==> config.mk <==
export PLATFORM = sky130hd
export DESIGN_NAME = instruction_sequencer
export DESIGN_NICKNAME = d
export VERILOG_FILES = /design/src/rtl/instruction_sequencer.sv
export SDC_FILE = /design/constraint.sdc
export NUM_CORES = 1
export LEC_CHECK = 0
export CAP_MARGIN = 20
export CORE_UTILIZATION = 60
export CTS_CLUSTER_DIAMETER = 30
export CTS_CLUSTER_SIZE = 10
export DETAILED_ROUTE_END_ITERATION = 8
export PLACE_DENSITY = 0.88
export REMOVE_ABC_BUFFERS = 1
export SLEW_MARGIN = 40
export SYNTH_ARGS = -nofsm -noshare
export SYNTH_HDL_FRONTEND = slang
export SYNTH_SLANG_ARGS = --single-unit
==> constraint.sdc <==
create_clock -name clk -period 7.17 [get_ports clk]
set_input_delay 1.434 -clock clk [delete_from_list [all_inputs] [get_ports clk]]
set_output_delay 1.434 -clock clk [all_outputs]
set_load 0.02 [all_outputs]
==> src/rtl/instruction_sequencer.sv <==
// CHIP-8 instruction sequencer: fetches big-endian opcodes, resolves control flow locally
// (jumps, call/return, skips, key-wait) and hands everything else to the execute stage.
module instruction_sequencer #(
    parameter int STACK_DEPTH = 16,
    parameter int ADDR_W      = 12,
    localparam int IDX_W      = $clog2(STACK_DEPTH),
    localparam int SP_W       = IDX_W + 1
) (
    input  logic              clk,
    input  logic              rst,
    input  logic [15:0]       pc,
    output logic [ADDR_W-1:0] mem_addr,
    output logic              mem_rd_en,
    input  logic [7:0]        mem_rdata,
    output logic [3:0]        reg_x,
    output logic [3:0]        reg_y,
    input  logic [7:0]        vx_data,
    input  logic [7:0]        vy_data,
    input  logic [7:0]        v0_data,
    input  logic              key_pressed,
    output logic              branching,
    output logic [ADDR_W-1:0] branch,
    output logic              offsetting,
    output logic [15:0]       offset,
    output logic              advance,
    output logic [15:0]       opcode,
    output logic              opcode_valid,
    input  logic              exec_ready,
    output logic              key_wait,
    output logic              stack_fault,
    output logic [2:0]        dbg_state_o,
    output logic [SP_W-1:0]   dbg_sp_o
);

    localparam logic [2:0] S_FETCH_HI = 3'd0;
    localparam logic [2:0] S_FETCH_LO = 3'd1;
    localparam logic [2:0] S_LATCH    = 3'd2;
    localparam logic [2:0] S_EXEC     = 3'd3;
    localparam logic [2:0] S_DISPATCH = 3'd4;
    localparam logic [2:0] S_WAIT_KEY = 3'd5;

    localparam logic [SP_W-1:0] SP_FULL = SP_W'(STACK_DEPTH);

    logic [2:0]        state_q, state_d;
    logic [SP_W-1:0]   sp_q, sp_d, sp_m1;
    logic [15:0]       opcode_q, opcode_d;
    logic [7:0]        hi_q, hi_d;
    logic              fault_q, fault_d;
    logic [ADDR_W-1:0] stack_q [STACK_DEPTH];
    logic              push_en;
    logic [ADDR_W-1:0] push_val;
    logic              is_skip, take_skip;
    logic [ADDR_W-1:0] nnn;
    logic [7:0]        nn;
    logic              unused_pc_hi;

    assign unused_pc_hi = ^pc[15:ADDR_W];
    assign nnn          = ADDR_W'(opcode_q[11:0]);
    assign nn           = opcode_q[7:0];
    assign sp_m1        = sp_q - SP_W'(1);

    always_comb begin
        state_d      = state_q;
        sp_d         = sp_q;
        opcode_d     = opcode_q;
        hi_d         = hi_q;
        fault_d      = fault_q;
        push_en      = 1'b0;
        push_val     = '0;
        is_skip      = 1'b0;
        take_skip    = 1'b0;
        mem_addr     = '0;
        mem_rd_en    = 1'b0;
        branching    = 1'b0;
        branch       = '0;
        offsetting   = 1'b0;
        offset       = '0;
        advance      = 1'b0;
        opcode_valid = 1'b0;
        // Gating on rst keeps every output quiet while reset is held, whatever the state.
        if (!rst) begin
            case (state_q)
                S_FETCH_HI: begin
                    mem_addr  = pc[ADDR_W-1:0];
                    mem_rd_en = 1'b1;
                    state_d   = S_FETCH_LO;
                end
                S_FETCH_LO: begin
                    mem_addr  = pc[ADDR_W-1:0] + ADDR_W'(1);
                    mem_rd_en = 1'b1;
                    hi_d      = mem_rdata;
                    state_d   = S_LATCH;
                end
                S_LATCH: begin
                    opcode_d = {hi_q, mem_rdata};
                    state_d  = S_EXEC;
                end
                S_EXEC: begin
                    state_d = S_FETCH_HI;
                    case (opcode_q[15:12])
                        4'h1: begin
                            branching = 1'b1;
                            branch    = nnn;
                        end
                        4'hB: begin
                            branching = 1'b1;
                            branch    = nnn + ADDR_W'(v0_data);
                        end
                        4'h2: begin
                            if (sp_q == SP_FULL) begin
                                fault_d = 1'b1;
                                advance = 1'b1;
                            end else begin
                                push_en   = 1'b1;
                                push_val  = pc[ADDR_W-1:0] + ADDR_W'(2);
                                sp_d      = sp_q + SP_W'(1);
                                branching = 1'b1;
                                branch    = nnn;
                            end
                        end
                        4'h0: begin
                            if (opcode_q == 16'h00EE) begin
                                if (sp_q == '0) begin
                                    fault_d = 1'b1;
                                    advance = 1'b1;
                                end else begin
                                    sp_d      = sp_m1;
                                    branching = 1'b1;
                                    branch    = stack_q[sp_m1[IDX_W-1:0]];
                                end
                            end else begin
                                state_d = S_DISPATCH;
                            end
                        end
                        4'h3: begin
                            is_skip   = 1'b1;
                            take_skip = (vx_data == nn);
                        end
                        4'h4: begin
                            is_skip   = 1'b1;
                            take_skip = (vx_data != nn);
                        end
                        4'h5, 4'h9: begin
                            if (opcode_q[3:0] == 4'h0) begin
                                is_skip   = 1'b1;
                                take_skip = (opcode_q[15:12] == 4'h5) ? (vx_data == vy_data)
                                                                      : (vx_data != vy_data);
                            end else begin
                                state_d = S_DISPATCH;
                            end
                        end
                        4'hF: state_d = (nn == 8'h0A) ? S_WAIT_KEY : S_DISPATCH;
                        default: state_d = S_DISPATCH;
                    endcase
                    if (is_skip) begin
                        if (take_skip) begin
                            offsetting = 1'b1;
                            offset     = 16'd2;
                        end else begin
                            advance = 1'b1;
                        end
                    end
                end
                S_WAIT_KEY: begin
                    if (key_pressed) state_d = S_DISPATCH;
                end
                S_DISPATCH: begin
                    opcode_valid = 1'b1;
                    if (exec_ready) begin
                        advance = 1'b1;
                        state_d = S_FETCH_HI;
                    end
                end
                default: state_d = S_FETCH_HI;
            endcase
        end
    end

    always_ff @(posedge clk) begin
        if (rst) begin
            state_q  <= S_FETCH_HI;
            sp_q     <= '0;
            opcode_q <= '0;
            hi_q     <= '0;
            fault_q  <= 1'b0;
        end else begin
            state_q  <= state_d;
            sp_q     <= sp_d;
            opcode_q <= opcode_d;
            hi_q     <= hi_d;
            fault_q  <= fault_d;
        end
    end

    always_ff @(posedge clk) begin
        if (push_en) stack_q[sp_q[IDX_W-1:0]] <= push_val;
    end

    assign reg_x       = opcode_q[11:8];
    assign reg_y       = opcode_q[7:4];
    assign opcode      = opcode_q;
    assign key_wait    = !rst && (state_q == S_WAIT_KEY);
    assign stack_fault = fault_q;
    assign dbg_state_o = state_q;
    assign dbg_sp_o    = sp_q;

endmodule

Word level (Yosys, flattened, before mapping)
Memory sizes are Yosys's and may differ from the RTL's.
Cells that the tools add are included.
W data, S select, Z words.

word-level totals
  register bits = 33
  latch bits = 0
  RAM bits = 192
  ROM bits = 0
  output and inout bits = 79
  logic and storage cells = 121
  memories = 1

memory list
  name     words  bits a word  rd ports  clocked after Yosys merged registers in  wr ports  line  source
  stack_q  16     12           1         0                                        1         49    logic [ADDR_W-1:0] stack_q [STACK_DEPTH];

operators by class
  add/subtract/negate cells = 5
  $mul = 0
  divide/modulo/power cells = 0
  $lt $le $gt $ge = 0
  equality and inequality tests = 27
  shift-type cells = 0
  multiplexer cells = 68
  bitwise gates (word level) = 0
  reductions and logical operators = 15

operators with widths
  operator                 number
  $mux W12                 10
  $pmux W12 S4             1
  $mux W1                  36
  $pmux W12 S2             1
  $pmux W3 S6              1
  $eq A16 B8 Y1 const B    1
  $eq A8 B8 Y1             2
  $ne A8 B8 Y1             2
  $mux W5                  3
  $ne A2 B2 Y1 const B     7
  $add A12 B1 Y12 const B  1
  $add A12 B2 Y12 const B  1
  $add A12 B8 Y12          1
  $eq A4 B4 Y1 const B     3
  $mux W3                  4
  $pmux W3 S4              1
  $pmux W5 S2              1
  $reduce_and A5 Y1        2
  $eq A4 B2 Y1 const B     2
  $eq A4 B3 Y1 const B     2
  $eq A8 B4 Y1 const B     1
  $logic_not A4 Y1         2
  $mux W2                  4
  $pmux W1 S2              4
  16 further kinds         22

Logic depth before layout (Yosys ltp)
Gate-level depths: netlist of the first run.

  depth after elaboration = 10
  gate-level depth with buffers = 12
  depth with buffers taken out = 8

Worst setup path after synthesis of the first run
Ideal clock, no wire load.

  kind = in2out
  start point = input port v0_data[3]
  end point = output port branch[9]
  arrival = 3.095 ns
  required time = 5.736 ns
  setup slack = 2.641 ns
  stages = 6
  buffers on the path = 0
  cells stage by stage = ha_1 > o21ai_0 > o21a_1 > o31ai_1 > nand2_1 > o311ai_1

on the way
  longest elaborated chain between the ends = 4

RTL lines
  what                line  source
  start: declaration  19    input logic [7:0] v0_data,
  $add A12 B8 Y12     107   branch = nnn + ADDR_W'(v0_data);
  $pmux W12 S4        100   case (opcode_q[15:12])
  $mux W12            82    case (state_q)
  $mux W12            81    if (!rst) begin
  end: declaration    22    output logic [ADDR_W-1:0] branch,

Every way passes these cells.

Worst setup path in the final report of the first run
  start point = input port rst
  end point = output port branch[10]

on the way
  longest elaborated chain between the ends = 1

RTL lines
  what                line  source
  start: declaration  10    input logic rst,
  $mux W12            81

Every way passes these cells.

==> results of run 1 <==
final cells by class:
| type | instances | area [µm²] | area share |
|---|---|---|---|
| Timing Repair Buffer | 131 | 1260 | 0.0959 |
| Sequential cell | 225 | 6430 | 0.487 |
| Clock buffer | 40 | 958 | 0.0726 |
| Clock inverter | 26 | 299 | 0.0227 |
| Tap cell | 225 | 282 | 0.0213 |
| Inverter | 9 | 33.8 | 0.00256 |
| Multi-Input combinational cell | 469 | 3930 | 0.298 |
cell families after synthesis:
| kind of cell | count (synthesis) | share of synthesized area |
|---|---|---|
| buf+inv | 74 | 0.0388 |
| fa+ha+maj | 16 | 0.0195 |
| flops | 225 | 0.604 |
| xor+xnor | 44 | 0.0376 |
| other cells | 1 | 0.000352 |
| compound gates | 100 | 0.0636 |
| mux | 74 | 0.134 |
| simple gates | 220 | 0.103 |
synthesized netlist by cell type, types with 10 or more instances:
library cell / instances
a211oi_1: 10
a21oi_1: 36
buf_4: 25
clkbuf_1: 23
dfxtp_1: 33
edfxtp_1: 192
ha_1: 15
mux2i_1: 16
mux4_2: 54
nand2_1: 57
nand3_1: 13
nor2_1: 79
o21ai_0: 12
xnor2_1: 15
xor2_1: 27
worst paths after layout:
| check | slack, ps | depth (start not counted) | from | endpoint |
|---|---|---|---|---|
| max | 1310 | 9 | rst | branch[10] |
| min reg2reg | 460 | 2 | hi_q[7] | opcode[15] |
| max reg2reg | 4000 | 7 | dbg_state_o[0] | stack_q[3][0] |
| min | 460 | 2 | hi_q[7] | opcode[15] |
per-layer routing:
metal	up-vias	track usage	wire, µm	part of all wire
met5	-	0	0	0
met4	0	0.152	1190	0.042
met3	100	0.0621	2580	0.091
met2	536	0.552	14600	0.51
met1	3554	0.387	9990	0.35
li1	3098	-	-	-
power groups by stage:
stage	clock network, mW	logic (mW)	registers, mW
3_5_place_dp	0	0.170	1.45
6_report	1.77	0.177	1.43
5_1_grt	1.84	0.189	1.43
2_1_floorplan	0	0.0845	1.45
4_1_cts	1.78	0.175	1.43
3_3_place_gp	0	0.166	1.45
sequential cells by signal (all words and copies together), names as in the netlist:
name and count:
stack_q 192, opcode 16, hi_q 8, dbg_sp_o 5, dbg_state_o 3, stack_fault 1
worst min-delay path, stage by stage (launching register included):
cell     delay (ps)
dfxtp_1         300
nand2_1          50
a21oi_1          50
through the flow:
| stage | setup WS (ps) | instances | cell area, µm² | utilization | total power [mW] |
|---|---|---|---|---|---|
| CTS | 1310 | 1124 | 13200 | 0.762 | 3.38 |
| global route | 1220 | 1125 | 13200 | 0.763 | 3.45 |
| floorplan | 443 | 703 | 10300 | - | 1.54 |
| global placement | 1370 | 1058 | 11900 | 0.687 | 1.62 |
| finish | 1310 | 1125 | 13200 | 0.763 | 3.37 |
| detailed placement | 1360 | 1058 | 11900 | 0.689 | 1.62 |
==> reports/results.txt, run 1 <==
via count -> 7288
Sw Ratio -> 0.224
Slowest cell on crit path -> clkdlybuf4s50_1
Worst setup EP type -> output port
CTS clock-pin slew for the worst setup and hold paths -> 50 ps
unrepaired setup endpoints after global routing -> false
area delta synth->final -> 23.9%
Setup Buffers After CTS -> 0
total wire length -> 28.3 mm
top post-synthesis cells by area -> edfxtp_1, mux4_2, dfxtp_1
worst-path cell chain -> clkdlybuf4s50_1 -> buf_4 -> nand4bb_1 -> a211o_1 -> or3_1 -> a2111oi_2 -> a211oi_1 -> nand2_1 -> clkdlybuf4s50_1
number of port buffers -> 111
final hold slack -> 456 ps
clock latency on the worst-skew pair -> 530 ps
FP Rows -> 48
crit start category -> input port
Clock power frac -> 0.524
power density cells -> 255 nW/µm²
core area -> 17300 µm²
first-pass GRT wire length -> 41.8 mm
dominant synthesized flop cell -> edfxtp_1
Synth Instances -> 754
number of global-route vias before repair -> 7159
Max Cap Violations -> 0
status -> finished clean
largest net degree at the start of global routing -> 55
combinational fraction of design power -> 0.052
# resized after CTS -> 0
Detailed Routing Iterations Pass 1 -> 5
power share of the sequential group -> 0.423
maximum buffer depth of the clock tree -> 3
Max Fclk -> 171 MHz
Crit path arrival time -> 4430 ps
final setup TNS -> 0 ps
H-tree Lvls -> 2
initial antenna violation count -> 0
CP Data Required Time -> 5740 ps
Internal -> 2.62 mW
Routed WL per cell -> 25.2 µm
Switch Pwr -> 754 µW
Worst-Margin Slew -> 806 ps
Tightest Hold Check Type -> reg2reg
CP dominant cell by count -> clkdlybuf4s50_1
cell family with most CP delay -> buffers and inverters
Layout Skew -> 11.3 ps
io pins -> 131
most common cell after layout, fill and taps aside -> edfxtp_1
Post-synth EDFFs -> 192
CTS sink count -> 225
DRC violations left -> 0
initial DRC count -> 716
Netlist cell types -> 70
CP Class -> in2out
via/cell ratio -> 6.48
Initial Util -> 0.616
Slew HR -> 0.462
layout cell share with drive strength beyond 1 -> 0.192
#FFs+latches synth -> 225
Final Setup Violations -> 0
post-route minimum period -> 5860 ps
Leak -> 3.92 nW
fillers -> 965
most frequent cells in the layout -> edfxtp_1, clkdlybuf4s50_1, nor2_1, nand2_1, mux4_2
die footprint -> 18300 µm²
GPL Wtd Cong -> 0.849
Yosys top cell area share -> 0.542
Die Y -> 135 µm
WP buf/inv -> 3
GRT Residual Overflow -> 0
GRT Total Usage -> 0.319
Die Width -> 135 µm
yosys warns -> 0
ys async rst share -> 0
Slew Viols, Final -> 0
worst vdd ir -> 0.229 mV
mapped cell area -> 10600 µm²
TritonCTS Buffers -> 38
top cell type by total area after synthesis -> edfxtp_1
Layout Nets -> 942
cts hold-fix bufs -> 0
post-synthesis sequential area ratio -> 0.604
number of diodes -> 0
Period Utilization, post-route -> 0.818
CTS tree -> yes
crit path max fanout -> 37
Detail Route Antenna Nets -> 0
Slowest Stage Delay on Critical Path -> 610 ps
Hold Vio Cnt, Final -> 0
Post-DP HPWL -> 16.2 mm
synthesized area per cell -> 14.1 µm²
CTS root buffer -> clkbuf_16
No activity file was read; power rests on OpenSTA's default activity.
==> inputs of run 2 (changes only) <==
--- a/config.mk
+++ b/config.mk
@@ -6,11 +6,11 @@
 export NUM_CORES = 1
 export LEC_CHECK = 0
 export CAP_MARGIN = 20
-export CORE_UTILIZATION = 60
+export CORE_UTILIZATION = 56
 export CTS_CLUSTER_DIAMETER = 30
 export CTS_CLUSTER_SIZE = 10
 export DETAILED_ROUTE_END_ITERATION = 8
-export PLACE_DENSITY = 0.88
+export PLACE_DENSITY = 0.83
 export REMOVE_ABC_BUFFERS = 1
 export SLEW_MARGIN = 40
 export SYNTH_ARGS = -nofsm -noshare
==> constraint.sdc (replaced) <==
create_clock -name clk -period 6 [get_ports clk]
set_input_delay 1.2 -clock clk [delete_from_list [all_inputs] [get_ports clk]]
set_output_delay 1.2 -clock clk [all_outputs]
set_load 0.02 [all_outputs]
==> run 2 against run 1 <==
Net effect:
- wire length fell by 2.7%
- clock skew grew 2.3 ps
- first-iteration DRC count shrank 12%
- non-clock buffer count rose by 1
- core utilization down 4.9 points
- final cell count grew 0.89%
- hold slack got worse by 3.3 ps
- via count decreased by 1.7%
- global-route usage is 2.9 points lower
- critical path depth fell by 1
- clock power increased by 31%
==> reports/results.txt, run 2 (synthesis results as in run 1) <==
via/cell ratio -> 6.31
area delta synth->final -> 25.1%
worst vdd ir -> 0.270 mV
most common cell after layout, fill and taps aside -> edfxtp_1
io pins -> 131
power density cells -> 317 nW/µm²
Worst setup EP type -> output port
number of port buffers -> 111
Finished Cell Area -> 13300 µm²
GRT Residual Overflow -> 0
GRT Total Usage -> 0.290
CP dominant cell by count -> mux4_2
first-pass GRT wire length -> 41.9 mm
core area -> 18600 µm²
Slowest Stage Delay on Critical Path -> 770 ps
dpl ws -> 886 ps
initial antenna violation count -> 0
final setup TNS -> 0 ps
Routed WL per cell -> 24.3 µm
unrepaired setup endpoints after global routing -> false
most frequent cells in the layout -> edfxtp_1, clkdlybuf4s50_1, nor2_1, nand2_1, mux4_2
cts hold-fix bufs -> 0
status -> finished clean
CP Data Required Time -> 4800 ps
cell family with most CP delay -> buffers and inverters
Final Setup Violations -> 0
die footprint -> 19600 µm²
area occupied by multi-input gates -> 3930 µm²
final hold slack -> 453 ps
Layout Skew -> 13.6 ps
WP buf/inv -> 3
Die Y -> 140 µm
Leak -> 3.98 nW
Max Fclk -> 185 MHz
Post-DP HPWL -> 15.4 mm
Reg area -> 6430 µm²
initial DRC count -> 631
worst-path cell chain -> inv_1 -> ha_2 -> buf_4 -> mux4_2 -> mux4_2 -> a222oi_1 -> nor2_1 -> clkdlybuf4s50_1
clock latency on the worst-skew pair -> 510 ps
CTS root buffer -> clkbuf_16
# resized after CTS -> 0
GPL Wtd Cong -> 0.839
CTS clock-pin slew for the worst setup and hold paths -> 50 ps
Slowest cell on crit path -> ha_2
dpl cell area -> 11900 µm²
crit path max fanout -> 25
CTS tree -> yes
Die Width -> 140 µm
CP Class -> reg2out
number of diodes -> 0
Detail Route Antenna Nets -> 0
TritonCTS Buffers -> 38
slack of the critical path -> 580 ps
Period Utilization, post-route -> 0.903
Slew Viols, Final -> 0
CTS sink count -> 225
Initial Util -> 0.571
Slew HR -> 0.490
final core utilization -> 0.714
Detailed Routing Iterations Pass 1 -> 5
largest net degree at the start of global routing -> 39
maximum buffer depth of the clock tree -> 3
H-tree Lvls -> 2
layout cell share with drive strength beyond 1 -> 0.194
Tightest Hold Check Type -> reg2reg
number of global-route vias before repair -> 7353
DRC violations left -> 0
Setup Buffers After CTS -> 0
FP Rows -> 50
Crit path arrival time -> 4220 ps
Max Cap Violations -> 0
total wire length -> 27.6 mm
via count -> 7166
Layout Nets -> 943
fillers -> 1166
crit start category -> flop
Hold Vio Cnt, Final -> 0
max reg flops -> 192
Worst-Margin Slew -> 762 ps
post-route minimum period -> 5420 ps
-- run 2: layer usage --
layer | vias up | track usage | share of wire
met1 | 3514 | 0.348 | 0.36
met5 | - | 0 | 0
met3 | 100 | 0.0557 | 0.085
li1 | 3107 | - | -
met2 | 445 | 0.501 | 0.51
met4 | 0 | 0.146 | 0.046
-- run 2: tightest hold or removal path, stage by stage, from the launching register on --
cell and delay [ps]:
dfxtp_1 300, nand2_1 50, a21oi_1 50
-- run 2: final cells by class --
| type | count | area share |
|---|---|---|
| Inverter | 9 | 0.00254 |
| Tap cell | 234 | 0.0220 |
| Timing Repair Buffer | 132 | 0.0953 |
| Clock buffer | 41 | 0.0723 |
| Clock inverter | 25 | 0.0299 |
| Multi-Input combinational cell | 469 | 0.295 |
| Sequential cell | 225 | 0.483 |
-- run 2: final timing paths --
kind / slack, ps / cells after the start / endpoint / startpoint
min reg2reg: 450 / 2 / opcode[11] / hi_q[3]
max: 580 / 8 / branch[6] / dbg_sp_o[0]
min: 450 / 2 / opcode[11] / hi_q[3]
max reg2reg: 3050 / 6 / stack_q[7][0] / dbg_state_o[0]
-- run 2: stage by stage --
| stage | cells | power, mW |
|---|---|---|
| global placement | 1068 | 1.93 |
| finish | 1135 | 4.22 |
| detailed placement | 1068 | 1.93 |
| floorplan | 703 | 1.84 |
| global route | 1135 | 4.32 |
| CTS | 1134 | 4.24 |
-- run 2: where the power goes --
part	total [mW]	internal, mW	switching [mW]
sequential	1.70	1.68	0.0200
combinational	0.208	0.0956	0.112
clock	2.31	1.55	0.751
==> inputs of run 3 (changes only) <==
--- a/config.mk
+++ b/config.mk
@@ -10,8 +10,8 @@
 export CTS_CLUSTER_DIAMETER = 30
 export CTS_CLUSTER_SIZE = 10
 export DETAILED_ROUTE_END_ITERATION = 8
+export MAX_ROUTING_LAYER = met4
 export PLACE_DENSITY = 0.83
-export REMOVE_ABC_BUFFERS = 1
 export SLEW_MARGIN = 40
 export SYNTH_ARGS = -nofsm -noshare
 export SYNTH_HDL_FRONTEND = slang
==> run 3 against run 2 <==
Net effect:
- critical path depth up 2
- die area unchanged
- final cell count down 0.18%
- sequential share of layout area up 0.22 points
- sequential power about the same
- via count down 1.3%
- total power down 3.2%
- sequential cell count unchanged
==> reports/results.txt, run 3 (synthesis results as in run 1) <==
worst r2r src -> dbg_state_o[0]
final core utilization -> 0.711
most frequent cells in the layout -> edfxtp_1, clkdlybuf4s50_1, nor2_1, nand2_1, mux4_2
cell family with most CP delay -> buffers and inverters
worst-path cell chain -> inv_1 -> ha_2 -> buf_12 -> mux4_2 -> nor2b_1 -> a211oi_1 -> a21oi_1 -> a222oi_1 -> nor2_1 -> clkdlybuf4s50_1
status -> finished clean
cts hold-fix bufs -> 0
Detailed Routing Iterations Pass 1 -> 5
Die Y -> 140 µm
most common cell after layout, fill and taps aside -> edfxtp_1
largest net degree at the start of global routing -> 53
power density cells -> 308 nW/µm²
Tightest Hold Check Type -> reg2reg
Routed WL per cell -> 23.2 µm
Layout Skew -> 15.4 ps
clock latency on the worst-skew pair -> 530 ps
Initial Util -> 0.571
# resized after CTS -> 0
worst vdd ir -> 0.263 mV
Max Fclk -> 191 MHz
WP buf/inv -> 3
Slowest cell on crit path -> ha_2
CP Class -> reg2out
Max Cap Violations -> 0
crit start category -> flop
GRT Residual Overflow -> 0
H-tree Lvls -> 2
CTS sink count -> 225
Slowest Stage Delay on Critical Path -> 780 ps
core area -> 18600 µm²
number of diodes -> 0
Worst setup EP type -> output port
Die Width -> 140 µm
unrepaired setup endpoints after global routing -> false
initial DRC count -> 786
Slew HR -> 0.438
Final Setup Violations -> 0
total wire length -> 26.3 mm
first-pass GRT wire length -> 40.1 mm
CP Data Required Time -> 4800 ps
GRT Total Usage -> 0.285
initial antenna violation count -> 0
via/cell ratio -> 6.24
GPL Wtd Cong -> 0.891
area delta synth->final -> 24.5%
Worst-Margin Slew -> 835 ps
Period Utilization, post-route -> 0.871
CTS clock-pin slew for the worst setup and hold paths -> 50 ps
crit path max fanout -> 25
TritonCTS Buffers -> 38
Critical path origin -> dbg_sp_o[1]
die footprint -> 19600 µm²
io pins -> 131
number of port buffers -> 111
Detail Route Antenna Nets -> 0
Layout Nets -> 944
max reg flops -> 192
hold path start -> hi_q[7]
via count -> 7070
FP Rows -> 50
layout cell share with drive strength beyond 1 -> 0.191
hold depth -> 2
CTS root buffer -> clkbuf_16
Crit path arrival time -> 4020 ps
final setup TNS -> 0 ps
post-route minimum period -> 5220 ps
Slew Viols, Final -> 0
maximum buffer depth of the clock tree -> 3
Setup Buffers After CTS -> 0
worst r2r path cells -> 7
DRC violations left -> 0
Post-DP HPWL -> 15.8 mm
CTS tree -> yes
cell count along the critical path -> 10
Tot Pwr -> 4.08 mW
number of global-route vias before repair -> 7132
Hold Vio Cnt, Final -> 0
Leak -> 3.96 nW
==> run 3: power by group <==
| group | total, mW | leakage (nW) | switching [mW] | internal, mW |
|---|---|---|---|---|
| Combinational | 0.204 | 1.68 | 0.108 | 0.0955 |
| Sequential | 1.70 | 1.65 | 0.0198 | 1.68 |
| Clock | 2.17 | 0.626 | 0.761 | 1.41 |
==> run 3: per-stage QoR <==
step | hold WS (ps) | instance area (µm²) | setup slack (ps) | cells
2_1_floorplan | 431 | 10700 | 1710 | 768
3_3_place_gp | 435 | 11900 | 873 | 1070
3_5_place_dp | 447 | 12000 | 866 | 1070
4_1_cts | 454 | 13200 | 776 | 1133
5_1_grt | 467 | 13300 | 591 | 1133
6_report | 449 | 13300 | 776 | 1133
==> run 3: layout make-up <==
cell class              instances  area, µm²
repair buffers                133       1290
multi-input cells             469       3920
clock buffers                  40        978
fillers                      1151       5390
well taps                     234        293
flip-flops and latches        225       6430
clock inverters                23        309
inverters                       9       33.8
==> run 3: final timing paths <==
path	end	slack (ps)
worst max-delay path	branch[2]	780
worst min-delay path	opcode[15]	450
worst max register to register	stack_q[14][10]	2810
worst min register to register	opcode[15]	450
==> run 3: worst register-to-register path, stage by stage, from the launching register on <==
cell and delay [ps]:
dfxtp_1 690, nand3b_1 190, nor2_1 380, nand2_1 120, nor2_1 330, nand2_1 200
nor2_1 670, buf_4 310
==> run 3: routing by layer <==
layer  part of all wire  vias to the layer above  GRT usage
met5                  0                        -          -
met1               0.37                     3469      0.330
li1                   -                     3114          -
met3              0.081                       74     0.0588
met2               0.51                      413      0.482
met4              0.032                        0      0.123
